### src/rtl/gb_pkg.sv
// Loader FSM state encoding and the framing/acknowledge byte values shared by
// the cartridge loader and its FIFO.
package gb_pkg;
  typedef enum logic [2:0] {
    IDLE,
    LEN_LO,
    LEN_HI,
    DATA,
    SUM,
    DRAIN,
    DONE,
    ERR
  } state_t;

  localparam logic [7:0] SYNC_BYTE = 8'h55;
  localparam logic [7:0] ACK_BYTE  = 8'h06;
  localparam logic [7:0] NAK_BYTE  = 8'h15;
endpackage

### src/rtl/cart_loader_fifo.sv
// Byte FIFO between the UART and SRAM sides; head visible the cycle after push.
// Pushes while full and pops while empty are ignored; flush empties it.
module cart_loader_fifo
  import gb_pkg::*;
#(
  parameter int DEPTH = 4,
  parameter int WIDTH = 8
) (
  input  logic             clk,
  input  logic             reset,
  input  logic             flush,
  input  logic             push,
  input  logic [WIDTH-1:0] din,
  input  logic             pop,
  output logic [WIDTH-1:0] dout,
  output logic             full,
  output logic             empty
);
  localparam int AW = (DEPTH > 1) ? $clog2(DEPTH) : 1;
  localparam logic [AW:0] FULL_CNT = (AW+1)'(DEPTH);

  logic [WIDTH-1:0] mem [DEPTH];
  logic [AW-1:0]    rd_ptr;
  logic [AW-1:0]    wr_ptr;
  logic [AW:0]      count;
  logic             do_push;
  logic             do_pop;

  assign full    = (count == FULL_CNT);
  assign empty   = (count == '0);
  assign do_push = push && !full;
  assign do_pop  = pop && !empty;
  assign dout    = mem[rd_ptr];

  always_ff @(posedge clk) begin
    if (do_push) mem[wr_ptr] <= din;
  end

  always_ff @(posedge clk) begin
    if (reset || flush) begin
      rd_ptr <= '0;
      wr_ptr <= '0;
      count  <= '0;
    end else begin
      if (do_push) wr_ptr <= wr_ptr + AW'(1);
      if (do_pop)  rd_ptr <= rd_ptr + AW'(1);
      case ({do_push, do_pop})
        2'b10:   count <= count + (AW+1)'(1);
        2'b01:   count <= count - (AW+1)'(1);
        default: count <= count;
      endcase
    end
  end
endmodule

### src/rtl/cart_loader.sv
// Loads UART frames (55, LEN_LO, LEN_HI, payload, sum) into cartridge SRAM; writes are held until wr_ready.
// FIFO overflow aborts the frame; CART_LOADER_ACK_EN adds an ACK/NAK byte on tx_data/tx_valid.
module cart_loader
  import gb_pkg::*;
#(
  parameter int          FIFO_DEPTH = 4,
  parameter logic [15:0] BASE_ADDR  = 16'h0000
) (
  input  logic        clockgb,
  input  logic        reset,
  input  logic        prog,
  input  logic [7:0]  rx_data,
  input  logic        rx_valid,
  output logic [15:0] wr_address,
  output logic [7:0]  wr_data,
  output logic        wr_store,
  input  logic        wr_ready,
  output logic        busy,
  output logic        done,
  output logic        error,
  output logic [7:0]  tx_data,
  output logic        tx_valid
);
  state_t      state;
  logic [7:0]  len_lo;
  logic [7:0]  run_sum;
  logic [15:0] remain;
  logic [15:0] addr;
  logic        sync_seen;
  logic        fifo_push;
  logic        fifo_pop;
  logic        fifo_flush;
  logic        fifo_full;
  logic        fifo_empty;
  logic [7:0]  fifo_head;

  assign sync_seen  = prog && (state == IDLE) && rx_valid && (rx_data == SYNC_BYTE);
  assign fifo_push  = prog && (state == DATA) && rx_valid && !fifo_full;
  assign fifo_flush = !prog || (state == ERR);
  // Gated directly so an abort, error or reset can never leak one more write.
  assign wr_store   = prog && !reset && (state != ERR) && !fifo_empty;
  assign fifo_pop   = wr_store && wr_ready;
  assign wr_data    = wr_store ? fifo_head : 8'h00;
  assign wr_address = addr;

  cart_loader_fifo #(
    .DEPTH(FIFO_DEPTH),
    .WIDTH(8)
  ) u_fifo (
    .clk  (clockgb),
    .reset(reset),
    .flush(fifo_flush),
    .push (fifo_push),
    .din  (rx_data),
    .pop  (fifo_pop),
    .dout (fifo_head),
    .full (fifo_full),
    .empty(fifo_empty)
  );

  always_ff @(posedge clockgb) begin
    if (reset || sync_seen) addr <= BASE_ADDR;
    else if (fifo_pop)      addr <= addr + 16'd1;
  end

  always_ff @(posedge clockgb) begin
    if (reset) begin
      state   <= IDLE;
      busy    <= 1'b0;
      done    <= 1'b0;
      error   <= 1'b0;
      len_lo  <= '0;
      remain  <= '0;
      run_sum <= '0;
    end else if (!prog) begin
      state <= IDLE;
      busy  <= 1'b0;
    end else begin
      case (state)
        IDLE: if (sync_seen) begin
          state   <= LEN_LO;
          done    <= 1'b0;
          error   <= 1'b0;
          run_sum <= '0;
          busy    <= 1'b1;
        end
        LEN_LO: if (rx_valid) begin
          len_lo <= rx_data;
          state  <= LEN_HI;
        end
        // remain counts bytes still expected minus one, so LEN=0 yields 65536.
        LEN_HI: if (rx_valid) begin
          remain <= {rx_data, len_lo} - 16'd1;
          state  <= DATA;
        end
        DATA: if (rx_valid) begin
          if (fifo_full) begin
            state <= ERR;
            error <= 1'b1;
            busy  <= 1'b0;
          end else begin
            run_sum <= run_sum + rx_data;
            if (remain == 16'd0) state <= SUM;
            else                 remain <= remain - 16'd1;
          end
        end
        SUM: if (rx_valid) begin
          if (rx_data == run_sum) begin
            state <= DRAIN;
          end else begin
            state <= ERR;
            error <= 1'b1;
            busy  <= 1'b0;
          end
        end
        DRAIN: if (fifo_empty) begin
          state <= DONE;
          done  <= 1'b1;
          busy  <= 1'b0;
        end
        DONE:    state <= IDLE;
        ERR:     state <= IDLE;
        default: state <= IDLE;
      endcase
    end
  end

  // DONE and ERR each last exactly one cycle, so their decode is the ack strobe.
`ifdef CART_LOADER_ACK_EN
  assign tx_valid = (state == DONE) || (state == ERR);
  assign tx_data  = (state == DONE) ? ACK_BYTE : ((state == ERR) ? NAK_BYTE : 8'h00);
`else
  assign tx_valid = 1'b0;
  assign tx_data  = 8'h00;
`endif
endmodule

### config.mk
export PLATFORM = sky130hd
export DESIGN_NAME = cart_loader
export DESIGN_NICKNAME = d
export VERILOG_FILES = /design/src/rtl/gb_pkg.sv /design/src/rtl/cart_loader_fifo.sv /design/src/rtl/cart_loader.sv
export SDC_FILE = /design/constraint.sdc
export NUM_CORES = 1
export LEC_CHECK = 0
export BUFFER_PORTS_ARGS = -buffer_cell sky130_fd_sc_hd__clkbuf_2
export CAP_MARGIN = 15
export CELL_PAD_IN_SITES_DETAIL_PLACEMENT = 0
export CELL_PAD_IN_SITES_GLOBAL_PLACEMENT = 2
export CORE_MARGIN = 8
export CORE_UTILIZATION = 41
export CTS_CLUSTER_SIZE = 30
export DETAILED_ROUTE_END_ITERATION = 8
export GPL_TIMING_DRIVEN = 0
export HOLD_SLACK_MARGIN = 0.08
export PLACE_DENSITY = 0.81
export REMOVE_ABC_BUFFERS = 1
export SETUP_SLACK_MARGIN = 0.2
export SLEW_MARGIN = 20
export SYNTH_ARGS = -nofsm -noshare
export SYNTH_HDL_FRONTEND = slang
export SYNTH_HIERARCHICAL = 1
export SYNTH_SLANG_ARGS = --single-unit
export TNS_END_PERCENT = 10
### constraint.sdc
create_clock -name clockgb -period 9 [get_ports clockgb]
set_clock_uncertainty 0.15 [all_clocks]
set_input_delay 0.45 -clock clockgb [delete_from_list [all_inputs] [get_ports clockgb]]
set_output_delay 0.45 -clock clockgb [all_outputs]
set_load 0.01 [all_outputs]
==> reports/metrics.csv, run 1 <==
metric,value,unit
critical_path.startpoint_type,flip-flop,
ctsHoldBuffers,0,
floorplan.rows,41,
rsz0062_at_grt,false,
tightest_slew,1050,ps
maximum_number_of_pins_on_one_net_before_global_route_repair,37,
min_period,4610,ps
min-delay-path-class,input port to flip-flop,
routed_wirelength,12200,um
port_buffers,40,
grt.overflow.total,0,
unique_masters_post_synth,76,
cellLeakagePower,2.07,nW
synth_seq_area_share,43.1,%
worst_ep_arrival,4670,ps
first_global_vias,3845,
ctsRootBufferMaster,clkbuf_16,
report.final.slew_viol_count,0,
ant_nets,0,
tritoncts,done,
ys.warnings.count,6,
antenna_found_initial,0,
core_area,12500,um2
yosys_most_used_dff,dfxtp_1,
total_power,0.000877,W
timing.critical_path.fanout_max,19,
fp.dieH,128,um
post_route_cells_drive_above_1_share,17.4,%
design.final.nets,581,
gr-usage-all-layers,15.4,%
htreeDepth,3,
die-width,128,um
async_reset_ff_share,0,%
post_cts_resize_count,0,
route.vias.total,3944,
wl_per_cell,16.7,um
antenna-diode-count,0,
power_per_cell_area,153,nW/um2
cts.path.max_buffers,2,
io_pins,50,
worst-setup-path-type,flip-flop to flip-flop,
crit_required,9060,ps
accumulated_negative_setup_slack,0,ps
dp.final_hpwl,8530,um
cts.reportedPaths.clkPinSlew,70,ps
post_dr_vias_cell,5.41,
synth_edf_count,32,
power.ir.vdd_worst,0.101,mV
timing.final.crit_share,51.3,%
initial_utilization,41.4,%
global_route_wire_length_before_repair,19800,um
final-setup-viol-count,0,
max_clock_freq,217,MHz
synthesis.instances,525,
die_area,16400,um2
number_of_setup_buffers_added_after_cts,0,
synth_area,5160,um2
tritoncts.num_buffers,9,
synth.avg_cell_area,9.82,um2
detail_route.first_pass.iterations,4,
gpl.final_weighted_congestion,0.743,
numClockSinks,95,
run_status,finished clean,
ys_seq_elements,95,
drv.max_cap_violation_count,0,
initialDrtViolationCount,267,
critical_path.endpoint_type,flip-flop,
post-route-drc-count,0,
area_delta_synth_final,11.3,%
finalHoldViolations,0,
worst_slew_margin_rel,29.6,%
clkLatencyLatePin,350,ps
-- cell usage after synthesis (7+ instances only) --
cell type / n / area [um2]
edfxtp_1: 32 / 961
and2_1: 13 / 81.3
mux4_2: 8 / 180
o21ai_0: 28 / 140
ha_1: 14 / 175
buf_2: 10 / 50.1
dfxtp_1: 63 / 1260
buf_4: 9 / 67.6
clkbuf_1: 9 / 33.8
nor2_1: 55 / 206
xor2_1: 14 / 123
nand3_1: 18 / 90.1
a21oi_1: 29 / 145
xnor2_1: 15 / 131
nand2_1: 37 / 139
nor4_1: 7 / 43.8
nor3_1: 18 / 90.1
inv_1: 12 / 45.0
a22oi_1: 7 / 52.6
mux2i_1: 14 / 140
-- flip-flops by register name, summed over array words and instances, names as in the netlist, named ones only --
| register | flops |
|---|---|
| wr_address | 16 |
| remain | 16 |
| error | 1 |
| u_fifo/wr_ptr | 2 |
| u_fifo/mem | 32 |
| state | 3 |
| len_lo | 8 |
| busy | 1 |
| done | 1 |
| run_sum | 8 |
| u_fifo/count | 3 |
| u_fifo/rd_ptr | 2 |
-- path summary, 6_finish.rpt --
| path | endpoint | depth (start not counted) | slack [ps] | startpoint |
|---|---|---|---|---|
| hold reg to reg | error$_SDFFE_PP0P_ | 2 | 320 | error$_SDFFE_PP0P_ |
| hold / removal | busy$_SDFFE_PP0P_ | 3 | 320 | prog |
| setup reg to reg | remain[14]$_SDFFE_PP0P_ | 11 | 4390 | state[0]$_SDFFE_PP0P_ |
| setup / recovery | remain[14]$_SDFFE_PP0P_ | 11 | 4390 | state[0]$_SDFFE_PP0P_ |
-- cells by family after synthesis --
family	share of synthesized area, %
buf+inv	4.44
compound gates	14.1
mux	7.38
other cells	0.0727
simple gates	21.8
fa+ha+maj	4.17
xor+xnor	4.93
flops	43.1
-- placed cells by master, fill, tap and decap left out, drive strengths merged, types with 15 or more instances in the layout --
master / n
a21oi: 30
clkbuf: 50
dfxtp: 63
edfxtp: 32
nand2: 39
nand3: 19
nor2: 55
nor3: 21
o21ai: 29
xnor2: 15
-- worst max-delay path: stages (launching register included) --
cell and delay, ps:
dfxtp_1 750, nand3b_1 540, buf_6 320, buf_6 150, mux2i_1 190, ha_1 320
nor4b_1 790, nand4_1 320, a21oi_1 350, mux2_1 340, o21ai_0 160, a21oi_1 80
-- routing by layer --
metal	wire (um)	up-vias	share of wire [%]	global-route usage, %
li1	-	1956	-	-
met1	5420	1901	45	18.2
met2	6040	73	50	26.5
met3	574	14	4.7	4.28
met4	153	0	1.3	5.03
met5	0	-	0	0
-- final cells by class --
class	instances	area (um2)
Clock buffer	10	229
Sequential cell	95	2220
Tap cell	172	215
Inverter	12	45.0
Clock inverter	6	68.8
Timing Repair Buffer	42	223
Fill cell	1231	6730
Multi-Input combinational cell	392	2740
-- stage by stage --
step	setup WS, ps	cells	hold WS, ps	area (um2)	util [%]
6_report	4390	729	323	5740	46.0
5_1_grt	4020	729	340	5740	46.0
4_1_cts	4410	729	321	5740	46.0
3_5_place_dp	4430	713	316	5440	43.6
3_3_place_gp	3960	711	305	5420	43.5
2_1_floorplan	5350	499	306	5000	-
-- power breakdown --
part	switching (W)	internal [W]	total, W	leakage (nW)
clock	0.000171	0.000217	0.000388	0.143
sequential	0.00000189	0.000443	0.000445	0.795
combinational	0.0000306	0.0000128	0.0000434	1.13
total	0.000203	0.000674	0.000877	2.07
(Power assumes the default switching activity.)
==> run 2, diff against run 1 <==
--- a/config.mk
+++ b/config.mk
@@ -5,17 +5,18 @@
 export SDC_FILE = /design/constraint.sdc
 export NUM_CORES = 1
 export LEC_CHECK = 0
+export ABC_AREA = 1
 export BUFFER_PORTS_ARGS = -buffer_cell sky130_fd_sc_hd__clkbuf_2
 export CAP_MARGIN = 15
 export CELL_PAD_IN_SITES_DETAIL_PLACEMENT = 0
 export CELL_PAD_IN_SITES_GLOBAL_PLACEMENT = 2
 export CORE_MARGIN = 8
-export CORE_UTILIZATION = 41
+export CORE_UTILIZATION = 34
 export CTS_CLUSTER_SIZE = 30
 export DETAILED_ROUTE_END_ITERATION = 8
 export GPL_TIMING_DRIVEN = 0
 export HOLD_SLACK_MARGIN = 0.08
-export PLACE_DENSITY = 0.81
+export PLACE_DENSITY = 0.75
 export REMOVE_ABC_BUFFERS = 1
 export SETUP_SLACK_MARGIN = 0.2
 export SLEW_MARGIN = 20
==> constraint.sdc (replaced) <==
create_clock -name clockgb -period 4.4 [get_ports clockgb]
set_clock_uncertainty 0.15 [all_clocks]
set_input_delay 0.22 -clock clockgb [delete_from_list [all_inputs] [get_ports clockgb]]
set_output_delay 0.22 -clock clockgb [all_outputs]
set_load 0.01 [all_outputs]
==> run 2 against run 1 <==
Cell area is 8.6% higher. Non-clock buffer count rose by 4. Sequential cell count did not move. Sequential share of layout area down 3.1 points. Highest routed layer unchanged. Clock-buffer cell count fell by 1.
==> reports/metrics.csv, run 2 <==
metric,value,unit,change
run_status,finished clean,,
tritoncts.num_buffers,9,,unchanged
cts.reportedPaths.clkPinSlew,70,ps,about the same
fp.dieH,144,um,+12%
htreeDepth,3,,unchanged
timing.final.crit_share,74.6,%,+23 points
floorplan.rows,46,,+12%
hold_critical_path_depth,3,,unchanged
post_synth_most_frequent_cells,"nand2_1 (177), nor2_1 (106), inv_1 (104)",,
async_reset_ff_share,0,%,unchanged
post_cts_resize_count,0,,unchanged
synth_edf_count,32,,unchanged
rsz0062_at_grt,false,,
accumulated_negative_setup_slack,0,ps,unchanged
antenna-diode-count,0,,unchanged
critical_path_buf_inv_count,0,,-2
global_route_wire_length_before_repair,24600,um,+25%
timing.critical_path.fanout_max,17,,-2
port_buffers,40,,unchanged
synth_seq_area_share,40.1,%,-3.0 points
post-route-drc-count,0,,unchanged
maximum_number_of_pins_on_one_net_before_global_route_repair,29,,-22%
first_global_vias,4724,,+23%
r2r-end,u_fifo/mem[2][0]$_DFFE_PP_,,
utilization_after_layout,39.2,%,-6.8 points
ys.warnings.count,6,,unchanged
grt.overflow.total,0,,unchanged
route.vias.total,4895,,+24%
report.final.slew_viol_count,0,,unchanged
ys_seq_elements,95,,unchanged
drv.max_cap_violation_count,0,,unchanged
tightest_slew,866,ps,-181 ps
post_dr_vias_cell,4.78,,-12%
critical_path.endpoint_type,flip-flop,,
worst_ep_arrival,3110,ps,-1560 ps
critical_path.startpoint_type,flip-flop,,
cellLeakagePower,2.80,nW,+35%
timing.reg2reg.setup_slack,1120,ps,-3270 ps
filler_cell_count,1721,,+40%
ctsRootBufferMaster,clkbuf_16,,
critical-path-max-stage-delay,830,ps,+40 ps
post_synth_xor_area_fraction,0.949,%,-4.0 points
gpl.final_weighted_congestion,0.817,,+10%
synth.area.mux_share,0,%,-7.4 points
synth_area_leader_cell,dfxtp_1,,
unique_masters_post_synth,43,,-43%
r2r.worst_path.cells,6,,-5
post-synth-top-count-cell,nand2_1,,
max_clock_freq,305,MHz,+41%
ys_top_cells_by_area,"dfxtp_1 (23%), edfxtp_1 (17%), nand2_1 (12%)",,
worst_slew_margin_rel,42.1,%,+12 points
final-setup-viol-count,0,,unchanged
reg2reg_from,state[1]$_SDFFE_PP0P_,,
fin_cells,1025,,+41%
initial_utilization,34.9,%,-6.5 points
number_of_setup_buffers_added_after_cts,0,,unchanged
die_area,20600,um2,+26%
antenna_found_initial,0,,unchanged
synth.top_cell.area_share,22.8,%,-1.7 points
core_area,15900,um2,+27%
largest_family_of_logic_cells_by_synthesized_area,simple AND/OR/NAND/NOR gates,,
crit_required,4220,ps,-4840 ps
wl_per_cell,14.6,um,-13%
yosys_most_used_dff,dfxtp_1,,
compound_gate_fraction_of_synth_area,11.1,%,-2.9 points
finalHoldViolations,0,,unchanged
numClockSinks,95,,unchanged
dp.final_hpwl,10800,um,+27%
min_period,3280,ps,-1330 ps
flip_flop_count_of_the_largest_register_after_layout,32,,unchanged
holdPathEnd,done$_SDFFE_PP0P_,,
design.final.nets,833,,+43%
worst-setup-path-type,flip-flop to flip-flop,,
synth.avg_cell_area,7.23,um2,-26%
tritoncts,done,,
synthesis.instances,766,,+46%
path_common_cell,nor2_4,,
cell_chain_of_the_critical_path,nand2_1 > nor2_4 > nand2_2 > nor2_4 > nand2_4 > nor2_1,,
top_library_cells_by_usage_in_the_layout_fill_and_taps_aside,"nand2_1 (177), nor2_1 (106), inv_1 (104)",,
detail_route.first_pass.iterations,4,,unchanged
timing.critical_path.slowest_stage_cell,dfxtp_1,,
cts.path.max_buffers,2,,unchanged
power.ir.vdd_worst,0.173,mV,+71%
min-delay-path-class,input port to flip-flop,,
power_per_cell_area,311,nW/um2,+100%
hold_path.startpoint,prog,,
critical-path-top-delay-family,simple AND/OR/NAND/NOR gates,,
synthSimpleGateAreaFrac,32.8,%,+11 points
layout_commonest_cell,nand2_1,,
ant_nets,0,,unchanged
multiInputGateArea,2730,um2,about the same
clkLatencyLatePin,350,ps,about the same
area_delta_synth_final,12.5,%,
area.sequential,2220,um2,unchanged
synth_area,5540,um2,+7.4%
initialDrtViolationCount,306,,+15%
post_route_cells_drive_above_1_share,12.7,%,-4.7 points
io_pins,50,,unchanged
largest_register,u_fifo/mem,,
dp.cells,1003,,+41%
gr-usage-all-layers,15.4,%,-0.078 points
routed_wirelength,14900,um,+23%
die-width,144,um,+12%
synth-adder-area-share,3.89,%,-0.29 points
## run 2: cell types whose count changed after synthesis, moves of 13 or more
cell	before	now
a21oi_1	29	46
nand2_1	37	177
nand3_1	18	44
inv_1	12	104
nor2_1	55	106
xnor2_1	15	2
mux2i_1	14	0
o21ai_0	28	41
## run 2: tightest hold or removal path, delay by kind of cell
family / cells / cell delay [ps]
buf+inv: 1 / 140
compound gates: 1 / 60
simple gates: 1 / 120
## run 2: worst max-delay path by stage
stage | start | endpoint | slack (ps) | cells past startpoint
6_report | state[1]$_SDFFE_PP0P_ | u_fifo/mem[2][0]$_DFFE_PP_ | 1120 | 6
3_5_place_dp | state[0]$_SDFFE_PP0P_ | u_fifo/mem[3][3]$_DFFE_PP_ | 1090 | 6
4_1_cts | state[0]$_SDFFE_PP0P_ | u_fifo/mem[3][5]$_DFFE_PP_ | 1080 | 6
5_1_grt | state[1]$_SDFFE_PP0P_ | u_fifo/count[2]$_SDFFE_PP0P_ | 920 | 14
3_3_place_gp | state[0]$_SDFFE_PP0P_ | u_fifo/mem[0][3]$_DFFE_PP_ | 1090 | 6
2_1_floorplan | state[0]$_SDFFE_PP0P_ | u_fifo/count[1]$_SDFFE_PP0P_ | 1970 | 9
## run 2: area by class of cell
cell class	instances	area share [%]
inverter	111	6.69
tap	216	4.34
multi-input combinational	541	43.9
timing repair buffer	46	4.18
sequential	95	35.7
clock buffer	9	3.62
clock inverter	7	1.65
## run 2: cells by family after synthesis
| family | after synthesis |
|---|---|
| AND/OR/NAND/NOR | 397 |
| buffers and inverters | 138 |
| AO/OA/AOI/OAI | 113 |
| flip-flops | 95 |
| adder cells (fa/ha/maj) | 16 |
| XOR/XNOR | 6 |
| other | 1 |
## run 2: power breakdown
group	internal [W]	switching, W	leakage (nW)
Combinational	0.0000441	0.000103	1.84
Clock	0.000506	0.000361	0.162
Sequential	0.000911	0.00000934	0.795
Total	0.00146	0.000474	2.80
## run 2: metrics by stage
| stage | instance area, um2 | power [W] | setup slack [ps] | hold WS [ps] |
|---|---|---|---|---|
| after floorplan | 5370 | 0.00103 | 1970 | 139 |
| after global placement | 5840 | 0.00108 | 1090 | 298 |
| after detailed placement | 5840 | 0.00108 | 1090 | 293 |
| after CTS | 6230 | 0.00197 | 1080 | 84.6 |
| after global routing | 6230 | 0.00203 | 921 | 114 |
| final | 6230 | 0.00194 | 1120 | 92.6 |
## run 2: repair_timing
action	4_1_cts	5_1_grt
setup endpoints to repair	0	0
hold buffers	6	0
endpoints found under the hold margin	24	0
## run 2: routing by layer
layer / up-vias / GRT usage (%) / part of all wire (%)
met5: - / 0 / 0
met4: 0 / 6.97 / 2.4
met3: 20 / 2.16 / 3.9
met2: 93 / 24.7 / 45
met1: 2249 / 20.1 / 49
li1: 2533 / - / -
